**config.mk**
```make
export PLATFORM = sky130hd
export DESIGN_NAME = fan_pwm_driver_flat
export DESIGN_NICKNAME = d
export VERILOG_FILES = /design/src/rtl/fan_pwm_driver_pkg.sv /design/src/rtl/fan_pwm_driver_if.sv /design/src/rtl/fan_pwm_driver_slot_timer.sv /design/src/rtl/fan_pwm_driver.sv /design/src/flat_wrapper.sv
export SDC_FILE = /design/constraint.sdc
export NUM_CORES = 1
export LEC_CHECK = 0
export ABC_AREA = 0
export CORE_AREA = 2 2 58 60
export DETAILED_ROUTE_END_ITERATION = 8
export DIE_AREA = 0 0 60 62
export PLACE_DENSITY_LB_ADDON = 0.12
export SLEW_MARGIN = 20
export SYNTH_ARGS = -nofsm -noshare
export SYNTH_HDL_FRONTEND = slang
export SYNTH_SLANG_ARGS = --single-unit
```
**constraint.sdc**
```tcl
create_clock -name clk -period 3.2 [get_ports clk]
set_clock_uncertainty 0.05 [all_clocks]
set_input_delay 0.64 -clock clk [delete_from_list [all_inputs] [get_ports clk]]
set_output_delay 0.64 -clock clk [all_outputs]
set_load 0.02 [all_outputs]
```
**src/rtl/fan_pwm_driver_pkg.sv**
```systemverilog
// ----------------------------------------------------------------------------
// fan_pkg
//   Shared types and constants for the fan PWM driver.
//   - fan_state_e       : driver FSM states (IDLE, KICK, RUN)
//   - VEL_*             : the four speed patterns the upstream encoder emits
//   - KICK_PAT          : all-ones soft-start pattern
//   - FRAME_SLOTS/BIT_W : bit slots per frame and width of the slot index
//   - effective_pattern : the pattern that a given state plays on the fan line
// ----------------------------------------------------------------------------
package fan_pkg;

    localparam int FRAME_SLOTS = 8;
    localparam int BIT_W       = $clog2(FRAME_SLOTS);

    typedef enum logic [1:0] {
        IDLE = 2'd0,
        KICK = 2'd1,
        RUN  = 2'd2
    } fan_state_e;

    localparam logic [FRAME_SLOTS-1:0] VEL_OFF  = 8'h00;
    localparam logic [FRAME_SLOTS-1:0] VEL_1    = 8'h0F;
    localparam logic [FRAME_SLOTS-1:0] VEL_2    = 8'h33;
    localparam logic [FRAME_SLOTS-1:0] VEL_3    = 8'hC3;
    localparam logic [FRAME_SLOTS-1:0] KICK_PAT = 8'hFF;

    // Pattern played on the fan line for a given state. In RUN the
    // latched commanded pattern is used; the other states have fixed ones.
    function automatic logic [FRAME_SLOTS-1:0] effective_pattern(
        input fan_state_e             st,
        input logic [FRAME_SLOTS-1:0] active
    );
        logic [FRAME_SLOTS-1:0] pat;
        pat = VEL_OFF;
        case (st)
            IDLE:    pat = VEL_OFF;
            KICK:    pat = KICK_PAT;
            RUN:     pat = active;
            default: pat = VEL_OFF;
        endcase
        return pat;
    endfunction

endpackage

```
**src/rtl/fan_pwm_driver_if.sv**
```systemverilog
// ----------------------------------------------------------------------------
// fan_pwm_driver_if
//   Bundle between the speed encoder (master) and the fan PWM driver (slave).
//   Signals:
//     vel_in     : commanded speed pattern (master -> slave)
//     fan_out    : serialised fan drive bit (slave -> master)
//     frame_tick : one-cycle pulse at the start of each frame
//     kicking    : high while the driver plays soft-start frames
//     vel_active : pattern currently played in RUN, zero otherwise
// ----------------------------------------------------------------------------
interface fan_pwm_driver_if #(
    parameter int PAT_W = 8
);

    logic [PAT_W-1:0] vel_in;
    logic             fan_out;
    logic             frame_tick;
    logic             kicking;
    logic [PAT_W-1:0] vel_active;

    modport master (
        output vel_in,
        input  fan_out,
        input  frame_tick,
        input  kicking,
        input  vel_active
    );

    modport slave (
        input  vel_in,
        output fan_out,
        output frame_tick,
        output kicking,
        output vel_active
    );

endinterface

```
**src/rtl/fan_pwm_driver_slot_timer.sv**
```systemverilog
// ----------------------------------------------------------------------------
// fan_slot_timer
//   Free-running time base for the fan driver: a prescaler that divides the
//   clock into bit slots of PRESC_DIV cycles and a slot index that walks
//   through the FRAME_SLOTS slots of a frame.
//   Ports:
//     clk           : system clock
//     rst           : synchronous active-high reset (counters to zero)
//     bit_idx_o     : current slot index within the frame
//     slot_tick_o   : high on the last cycle of a slot (prescaler wraps)
//     frame_end_o   : high on the last cycle of a frame (frame boundary edge)
//     frame_start_o : registered one-cycle pulse in the first cycle of a
//                     frame; never set in the first cycle after reset
// ----------------------------------------------------------------------------
module fan_slot_timer
    import fan_pkg::*;
#(
    parameter int PRESC_DIV = 4
) (
    input  logic             clk,
    input  logic             rst,
    output logic [BIT_W-1:0] bit_idx_o,
    output logic             slot_tick_o,
    output logic             frame_end_o,
    output logic             frame_start_o
);

    // A divide-by-one prescaler still gets a one-bit counter that stays 0.
    localparam int PRESC_W = (PRESC_DIV > 1) ? $clog2(PRESC_DIV) : 1;
    localparam logic [PRESC_W-1:0] PRESC_LAST = PRESC_W'(PRESC_DIV - 1);
    localparam logic [BIT_W-1:0]   BIT_LAST   = BIT_W'(FRAME_SLOTS - 1);

    logic [PRESC_W-1:0] presc_q;
    logic [BIT_W-1:0]   bit_idx_q;
    logic               frame_start_q;

    assign slot_tick_o   = (presc_q == PRESC_LAST);
    assign frame_end_o   = slot_tick_o && (bit_idx_q == BIT_LAST);
    assign bit_idx_o     = bit_idx_q;
    assign frame_start_o = frame_start_q;

    always_ff @(posedge clk) begin
        if (rst) begin
            presc_q       <= '0;
            bit_idx_q     <= '0;
            frame_start_q <= 1'b0;
        end else begin
            if (slot_tick_o) begin
                presc_q   <= '0;
                // FRAME_SLOTS is a power of two, so the index wraps by itself.
                bit_idx_q <= bit_idx_q + BIT_W'(1);
            end else begin
                presc_q   <= presc_q + PRESC_W'(1);
            end
            // The cycle after a boundary edge is slot 0 / presc 0.
            frame_start_q <= frame_end_o;
        end
    end

endmodule

```
**src/rtl/fan_pwm_driver.sv**
```systemverilog
// ----------------------------------------------------------------------------
// fan_pwm_driver
//   Serialises the 8-bit speed pattern from the encoder onto the fan drive
//   line, LSB first, one bit per slot. Patterns only change on frame
//   boundaries; a fan started from rest is first given KICK_FRAMES all-ones
//   frames.
//   Ports:
//     clk  : system clock
//     rst  : synchronous active-high reset; stops the fan on the reset edge
//     bus  : fan_pwm_driver_if slave modport
//            (vel_in in; fan_out, frame_tick, kicking, vel_active out)
//   All outputs come straight from flops.
// ----------------------------------------------------------------------------
module fan_pwm_driver
    import fan_pkg::*;
#(
    parameter int PRESC_DIV   = 4,
    parameter int KICK_FRAMES = 2,
    parameter int PAT_W       = 8
) (
    input  logic              clk,
    input  logic              rst,
    fan_pwm_driver_if.slave   bus
);

    localparam int KICK_W = (KICK_FRAMES > 1) ? $clog2(KICK_FRAMES) : 1;
    localparam logic [KICK_W-1:0] KICK_LAST = KICK_W'(KICK_FRAMES - 1);

    // ------------------------------------------------------------------
    // Time base
    // ------------------------------------------------------------------
    logic [BIT_W-1:0] bit_idx;
    logic             slot_tick;
    logic             frame_end;
    logic             frame_start;

    fan_slot_timer #(
        .PRESC_DIV (PRESC_DIV)
    ) u_slot_timer (
        .clk           (clk),
        .rst           (rst),
        .bit_idx_o     (bit_idx),
        .slot_tick_o   (slot_tick),
        .frame_end_o   (frame_end),
        .frame_start_o (frame_start)
    );

    // ------------------------------------------------------------------
    // FSM state and registered outputs
    // ------------------------------------------------------------------
    fan_state_e        state_q,      state_d;
    logic [KICK_W-1:0] kick_cnt_q,   kick_cnt_d;
    logic [PAT_W-1:0]  vel_active_q, vel_active_d;
    logic              fan_out_q,    fan_out_d;
    logic              kicking_q;

    logic                   vel_nz;
    logic [BIT_W-1:0]       bit_idx_d;
    logic [FRAME_SLOTS-1:0] eff_pat_d;
    logic [FRAME_SLOTS-1:0] slot_sel;

    assign vel_nz = |bus.vel_in;

    // Next-state decisions are taken only on the frame boundary edge, so a
    // frame always completes with the pattern it started with.
    always_comb begin
        state_d      = state_q;
        kick_cnt_d   = kick_cnt_q;
        vel_active_d = vel_active_q;
        if (frame_end) begin
            case (state_q)
                IDLE: begin
                    if (vel_nz) begin
                        state_d    = KICK;
                        kick_cnt_d = '0;
                    end
                end
                KICK: begin
                    if (!vel_nz) begin
                        // Command withdrawn during soft start: abort the kick.
                        state_d = IDLE;
                    end else if (kick_cnt_q == KICK_LAST) begin
                        state_d      = RUN;
                        vel_active_d = bus.vel_in;
                    end else begin
                        kick_cnt_d = kick_cnt_q + KICK_W'(1);
                    end
                end
                RUN: begin
                    if (!vel_nz) begin
                        state_d      = IDLE;
                        vel_active_d = '0;
                    end else begin
                        // Pattern changes while running never re-kick.
                        vel_active_d = bus.vel_in;
                    end
                end
                default: begin
                    state_d      = IDLE;
                    vel_active_d = '0;
                end
            endcase
        end
    end

    // The output flop is loaded with the bit of the *next* slot under the
    // *next* state, so fan_out, bit_idx and state all change on one edge.
    assign bit_idx_d = slot_tick ? (bit_idx + BIT_W'(1)) : bit_idx;
    assign eff_pat_d = effective_pattern(state_d, vel_active_d);

    // One-hot slot decode; the bit select is an AND-OR of the pattern.
    generate
        for (genvar gi = 0; gi < FRAME_SLOTS; gi++) begin : g_slot_sel
            assign slot_sel[gi] = (bit_idx_d == BIT_W'(gi));
        end
    endgenerate

    assign fan_out_d = |(eff_pat_d & slot_sel);

    always_ff @(posedge clk) begin
        if (rst) begin
            state_q      <= IDLE;
            kick_cnt_q   <= '0;
            vel_active_q <= '0;
            fan_out_q    <= 1'b0;
            kicking_q    <= 1'b0;
        end else begin
            state_q      <= state_d;
            kick_cnt_q   <= kick_cnt_d;
            vel_active_q <= vel_active_d;
            fan_out_q    <= fan_out_d;
            kicking_q    <= (state_d == KICK);
        end
    end

    assign bus.fan_out    = fan_out_q;
    assign bus.kicking    = kicking_q;
    assign bus.vel_active = vel_active_q;
    assign bus.frame_tick = frame_start;

endmodule

```
**src/flat_wrapper.sv**
```systemverilog
// flat-port wrapper written by rule: the top's interface ports become plain ports
module fan_pwm_driver_flat import fan_pkg::*;
#(
    parameter int PRESC_DIV   = 4,
    parameter int KICK_FRAMES = 2,
    parameter int PAT_W       = 8
)
  (clk, rst, bus_vel_in, bus_fan_out, bus_frame_tick, bus_kicking, bus_vel_active);
  fan_pwm_driver_if #(.PAT_W(PAT_W)) bus_i ();
  input  logic clk;
  input  logic rst;
  input wire logic [$bits(bus_i.vel_in)-1:0] bus_vel_in;
  output wire logic [$bits(bus_i.fan_out)-1:0] bus_fan_out;
  output wire logic [$bits(bus_i.frame_tick)-1:0] bus_frame_tick;
  output wire logic [$bits(bus_i.kicking)-1:0] bus_kicking;
  output wire logic [$bits(bus_i.vel_active)-1:0] bus_vel_active;
  assign bus_i.vel_in = bus_vel_in;
  assign bus_fan_out = bus_i.fan_out;
  assign bus_frame_tick = bus_i.frame_tick;
  assign bus_kicking = bus_i.kicking;
  assign bus_vel_active = bus_i.vel_active;
  fan_pwm_driver #(.PRESC_DIV(PRESC_DIV), .KICK_FRAMES(KICK_FRAMES), .PAT_W(PAT_W)) u_core (.clk(clk), .rst(rst), .bus(bus_i));
endmodule
```
== Word-level counts from Yosys, hierarchy flattened ==
Cells that the tools add are included.

* Memories kept: 0
* Word-level logic and storage cells: 52
* ROM bits: 0
* Bits in registers: 19
* Bits of input ports: 10
* Bits in writable memories: 0
* Bits in latches: 0
* Output and inout bits: 11

* Shifts and indexed selects: 0
* Bitwise logic cells: 1
* Add/sub/neg operators: 3
* Reduce and logical (&&, ||, !) cells: 8
* Equality and inequality tests: 15
* $mul: 0
* $lt $le $gt $ge: 0
* Mux-type cells: 17
* Divide/modulo/power cells: 0

{| class="wikitable"
|+ Operator list
! cell !! number
|-
| $mux W8 || 4
|-
| $pmux W8 S3 || 1
|-
| $pmux W8 S2 || 1
|-
| $reduce_or A8 Y1 || 2
|-
| $eq A3 B3 Y1 const B || 5
|-
| $mux W2 || 5
|-
| $and A8 B8 Y8 || 1
|-
| $eq A2 B2 Y1 const B || 3
|-
| $eq A3 B2 Y1 const B || 2
|-
| $pmux W2 S3 || 1
|-
| $eq A2 B1 Y1 const B || 2
|-
| $ne A2 B1 Y1 const B || 2
|-
| $reduce_and A4 Y1 || 1
|-
| $add A3 B1 Y3 const B || 1
|-
| $eq A3 B1 Y1 const B || 1
|-
| $logic_not A3 Y1 || 1
|-
| $mux W1 || 3
|-
| $mux W3 || 1
|-
| $add A2 B1 Y2 const B || 1
|-
| $logic_not A2 Y1 || 1
|-
| $pmux W1 S2 || 1
|-
| $reduce_bool A2 Y1 || 1
|-
| $reduce_or A2 Y1 || 1
|-
| $add A1 B1 Y1 const B || 1
|-
| $logic_and A1 B1 Y1 || 1
|}

== Logic depth before layout (Yosys ltp) ==
* Word-level depth: 8
* Mapped depth: 10
* Depth with buffers taken out: 10

== Cells and area by module ==
Synthesis repeated with hierarchy kept, for this count alone.

* Cell total of the unflattened synthesis: 117
* Area, all modules: 1,111.1 sq um

{| class="wikitable"
|+ Modules (own cells, without submodules)
! module !! times used !! seq. area each (sq um) !! area each (sq um) !! cells each
|-
| fan_pwm_driver || 1 || 260.2 || 867.1 || 97
|-
| fan_slot_timer || 1 || 120.1 || 244.0 || 20
|}

== Worst setup path before layout ==
Ideal clock, no wire load.

* Path type: input-to-reg
* Start: in bus_vel_in[1]
* End: reg u_core.fan_out_q (netlist: u_core.bus.fan_out)
* Slack: 0.997 ns
* Data required time: 3.025 ns
* Stages: 7
* Arrival time: 2.028 ns
* Setup time: 0.125 ns
* Cell sequence: nor4_4 > nand2_1 > a22oi_1 > inv_1 > ha_1 > o21bai_1 > o41a_1

* Word-level cells in the longest chain between the ends: 8

{| class="wikitable"
|+ RTL lines
! what !! line !! RTL
|-
| start: declaration || flat_wrapper.sv:12 || <nowiki>input wire logic [$bits(bus_i.vel_in)-1:0] bus_vel_in;</nowiki>
|-
| $reduce_or A8 Y1 (*) || fan_pwm_driver.sv:62 || <nowiki>assign vel_nz = |bus.vel_in;</nowiki>
|-
| $mux W2, on equally long branches || fan_pwm_driver.sv:90, fan_pwm_driver.sv:73, fan_pwm_driver.sv:79 ||
|-
| $pmux W2 S3 (*) || fan_pwm_driver.sv:71 || <nowiki>case (state_q)</nowiki>
|-
| $mux W2 (*) || fan_pwm_driver.sv:70 || <nowiki>if (frame_end) begin</nowiki>
|-
| via u_core.state_d[0] || fan_pwm_driver.sv:51 || <nowiki>fan_state_e state_q, state_d;</nowiki>
|-
| $eq A2 B2 Y1 or $eq A2 B1 Y1 (tied branches) || fan_pwm_driver_pkg.sv:35 || <nowiki>case (st)</nowiki>
|-
| $pmux W8 S2 (*) || fan_pwm_driver_pkg.sv:35 ||
|-
| $and A8 B8 Y8 (*) || fan_pwm_driver.sv:118 || <nowiki>assign fan_out_d = |(eff_pat_d & slot_sel);</nowiki>
|-
| $reduce_or A8 Y1 (*) || fan_pwm_driver.sv:118 ||
|-
| end signal: assignment || fan_pwm_driver.sv:131 || <nowiki>fan_out_q <= fan_out_d;</nowiki>
|-
| end: declaration || fan_pwm_driver.sv:54 || <nowiki>logic fan_out_q, fan_out_d;</nowiki>
|}

Mark *: on every way through the listed nets, which the timed path passes. The rest lies on a longest branch.
A chain may end at the register's enable or synchronous reset.

== Worst setup path after layout ==
* Start: in bus_vel_in[5]
* End: reg u_core.fan_out_q (netlist: u_core.bus.fan_out)

Same word-level chain as after synthesis.

==> summary.txt <==
CTS Root Cell: clkbuf_4
crit path kind: input port to flip-flop
placed inst area: 1320 um^2
outcome: finished, final reports clean
# diodes: 0
Ports: 21
Routed WL per cell: 14.0 um
Vias/cell: 5.17
Max Cap Viol: 0
fraction of layout cells with a size suffix above 1: 0.0857
Post-layout nets: 156
Final setup viols: 0
cts bufs inserted: 3
DP HPWL: 1.98 mm
crit path to: u_core.bus.fan_out
Netlist Area Pre-Place: 1090 um^2
die area: 3720 um^2
hold_buf cts: 0
Sink Count: 19
synthesis-stage register bit count: 19
Setup crit end kind: flip-flop
R2R setup slack: 0.70 ns
Setup Buffers After CTS: 0
dominant synthesized flop cell: dfxtp_1
slew at the pin with the worst max-slew slack: 0.698 ns
Die Ht: 62 um
Worst R2R Path Depth: 8
number of flops mapped to enable cells by yosys: 0
first-pass GRT wire length: 4.44 mm
antenna-violating nets left: 0
Starting Density: 0.342
port bufs: 20
via count: 962
CORE AREA: 3180 um^2
# DRC: 0
clock transition at the registers of the reported paths: 0.11 ns
Mapped Cells: 120
synthesis-to-layout area growth: 24.0%
Async S/R FF share, synth: 0
design area: 1350 um^2
RSZ-0062 raised after global routing: false
GRT overflow: 0
Pleak: 0.000504 uW
Routed Wire Length: 2.61 mm
synthesized net count: 135
Power Density: 332 nW/um^2
f_max: 378 MHz
die width: 60 um
vias in the first global route: 979
antenna violations before repair: 0
startpoint types: input port
syn_area_per_cell: 9.05 um^2
fin crit share: 0.828
overall routing resource usage: 0.161
clock period minus worst slack: 2.65 ns
Fin Setup TNS: 0 ns
r2r startpoint: u_core.u_slot_timer.bit_idx_o[0]
min-delay src: u_core.u_slot_timer.presc_q[0]
Yosys warnings: 0
sequential area share after synthesis: 0.350
VDD IR max: 0.120 mV
hold crit path type: flip-flop to flip-flop
RD Place Congestion: 0.801
standard-cell rows: 21
Worst Path Required: 3.34 ns
critical path startpoint: bus_vel_in[5]
Yosys cell types: 43
Post-CTS Resized: 0
Critical Path AT: 2.79 ns
Rel. slew slack: 0.533
reg-to-reg endpoint: u_core.bus.fan_out
TritonCTS clock tree: built
Clock Path Buffers: 2
CTS H-tree lvls: 1
Starting DRT DRC Count: 12
Final Hold Fails: 0
largest net degree at the start of global routing: 20
Slew Limit Fails: 0
clock latency on the worst-skew pair: 0.30 ns
drt pass-1 iters: 4
CP Max Fanout: 5
[metal layers]
| layer | up-vias | wire [um] | GRT usage |
|---|---|---|---|
| met4 | 0 | 38 | 0.0603 |
| li1 | 479 | - | - |
| met2 | 30 | 1170 | 0.255 |
| met5 | - | 0 | 0 |
| met1 | 448 | 1260 | 0.223 |
| met3 | 5 | 142 | 0.0228 |
[worst max-delay path, cell delays in order]
cell and delay [ns]:
clkdlybuf4s50_1 0.49, nor4_4 0.40, nand2_1 0.16, a22oi_1 0.31, inv_1 0.08, ha_1 0.24
o21bai_1 0.17, o41a_1 0.31
[Yosys cell counts (4+ instances only)]
master | number | area share
nor2_1 | 20 | 0.069
a22oi_1 | 4 | 0.028
nand2b_1 | 4 | 0.023
ha_1 | 5 | 0.058
nand2_1 | 6 | 0.021
inv_1 | 4 | 0.014
nor3_1 | 4 | 0.018
dfxtp_1 | 19 | 0.35
[state kept, by name, summed over array words and instances (netlist names)]
signal	count
u_core.kick_cnt_q	1
u_core.bus.fan_out	1
u_core.bus.vel_active	8
u_core.u_slot_timer.bit_idx_o	3
u_core.u_slot_timer.presc_q	2
u_core.u_slot_timer.frame_start_o	1
u_core.bus.kicking	1
u_core.state_q	2
[final cells by class]
cell class	instances	area (um^2)
clock buffer	4	26.3
sequential	19	380
multi-input combinational	91	652
timing repair buffer	22	215
inverter	4	15.0
fill	327	1830
tap	46	57.6
[where the power goes]
part,internal (uW),switching [uW]
clock network,48.7,76.2
registers,245,5.88
logic,34.1,38.0
total,327,120
[layout by cell type (no fill, tap or decap), types with 2 or more instances in the layout]
| master | netlist | routed |
|---|---|---|
| nand4_1 | 2 | 2 |
| nand2b_1 | 4 | 4 |
| inv_1 | 4 | 4 |
| clkbuf_4 | 0 | 3 |
| a22oi_1 | 4 | 4 |
| a31oi_1 | 3 | 3 |
| nand2_1 | 6 | 6 |
| and3_1 | 2 | 2 |
| o211ai_1 | 2 | 2 |
| dfxtp_1 | 19 | 19 |
| buf_4 | 2 | 2 |
| nor3b_1 | 3 | 3 |
| nand3_1 | 3 | 3 |
| nor4_4 | 2 | 2 |
| a32oi_1 | 2 | 2 |
| nor3_1 | 4 | 4 |
| nor2_1 | 20 | 20 |
| a21boi_1 | 2 | 2 |
| mux2i_1 | 3 | 3 |
| a21boi_0 | 3 | 3 |
| ha_1 | 5 | 5 |
| a21oi_1 | 3 | 3 |
| clkdlybuf4s50_1 | 0 | 20 |
[through the flow]
stage               std cells  power [uW]   util  setup slack [ns]  hold slack, ns
global placement          182         328  0.415             0.342           0.364
detailed placement        182         328  0.415             0.281           0.379
CTS                       186         450  0.423             0.585           0.395
floorplan                 120         296      -             0.997           0.354
global route              186         465  0.423             0.434           0.423
finish                    186         447  0.423             0.551           0.387
[worst min path at each step]
stage / end / slack, ns / cells past startpoint
after CTS: u_core.u_slot_timer.presc_q[0] / 0.40 / 1
after global placement: u_core.u_slot_timer.presc_q[0] / 0.36 / 1
after global routing: u_core.u_slot_timer.presc_q[0] / 0.42 / 1
after detailed placement: u_core.u_slot_timer.presc_q[0] / 0.38 / 1
after floorplan: u_core.u_slot_timer.presc_q[0] / 0.35 / 1
final: u_core.u_slot_timer.presc_q[0] / 0.39 / 1
[cells by family after synthesis]
family                     Yosys count  share of synthesized area
adders and majority gates            5                     0.0576
DFF                                 19                      0.350
muxes                                4                     0.0380
AOI/OAI and AO/OA                   29                      0.225
buffers and inverters               10                     0.0495
xor gates and xnor gates             2                     0.0161
and+or+nand+nor                     51                      0.264
No activity file was read; power rests on OpenSTA's default activity.
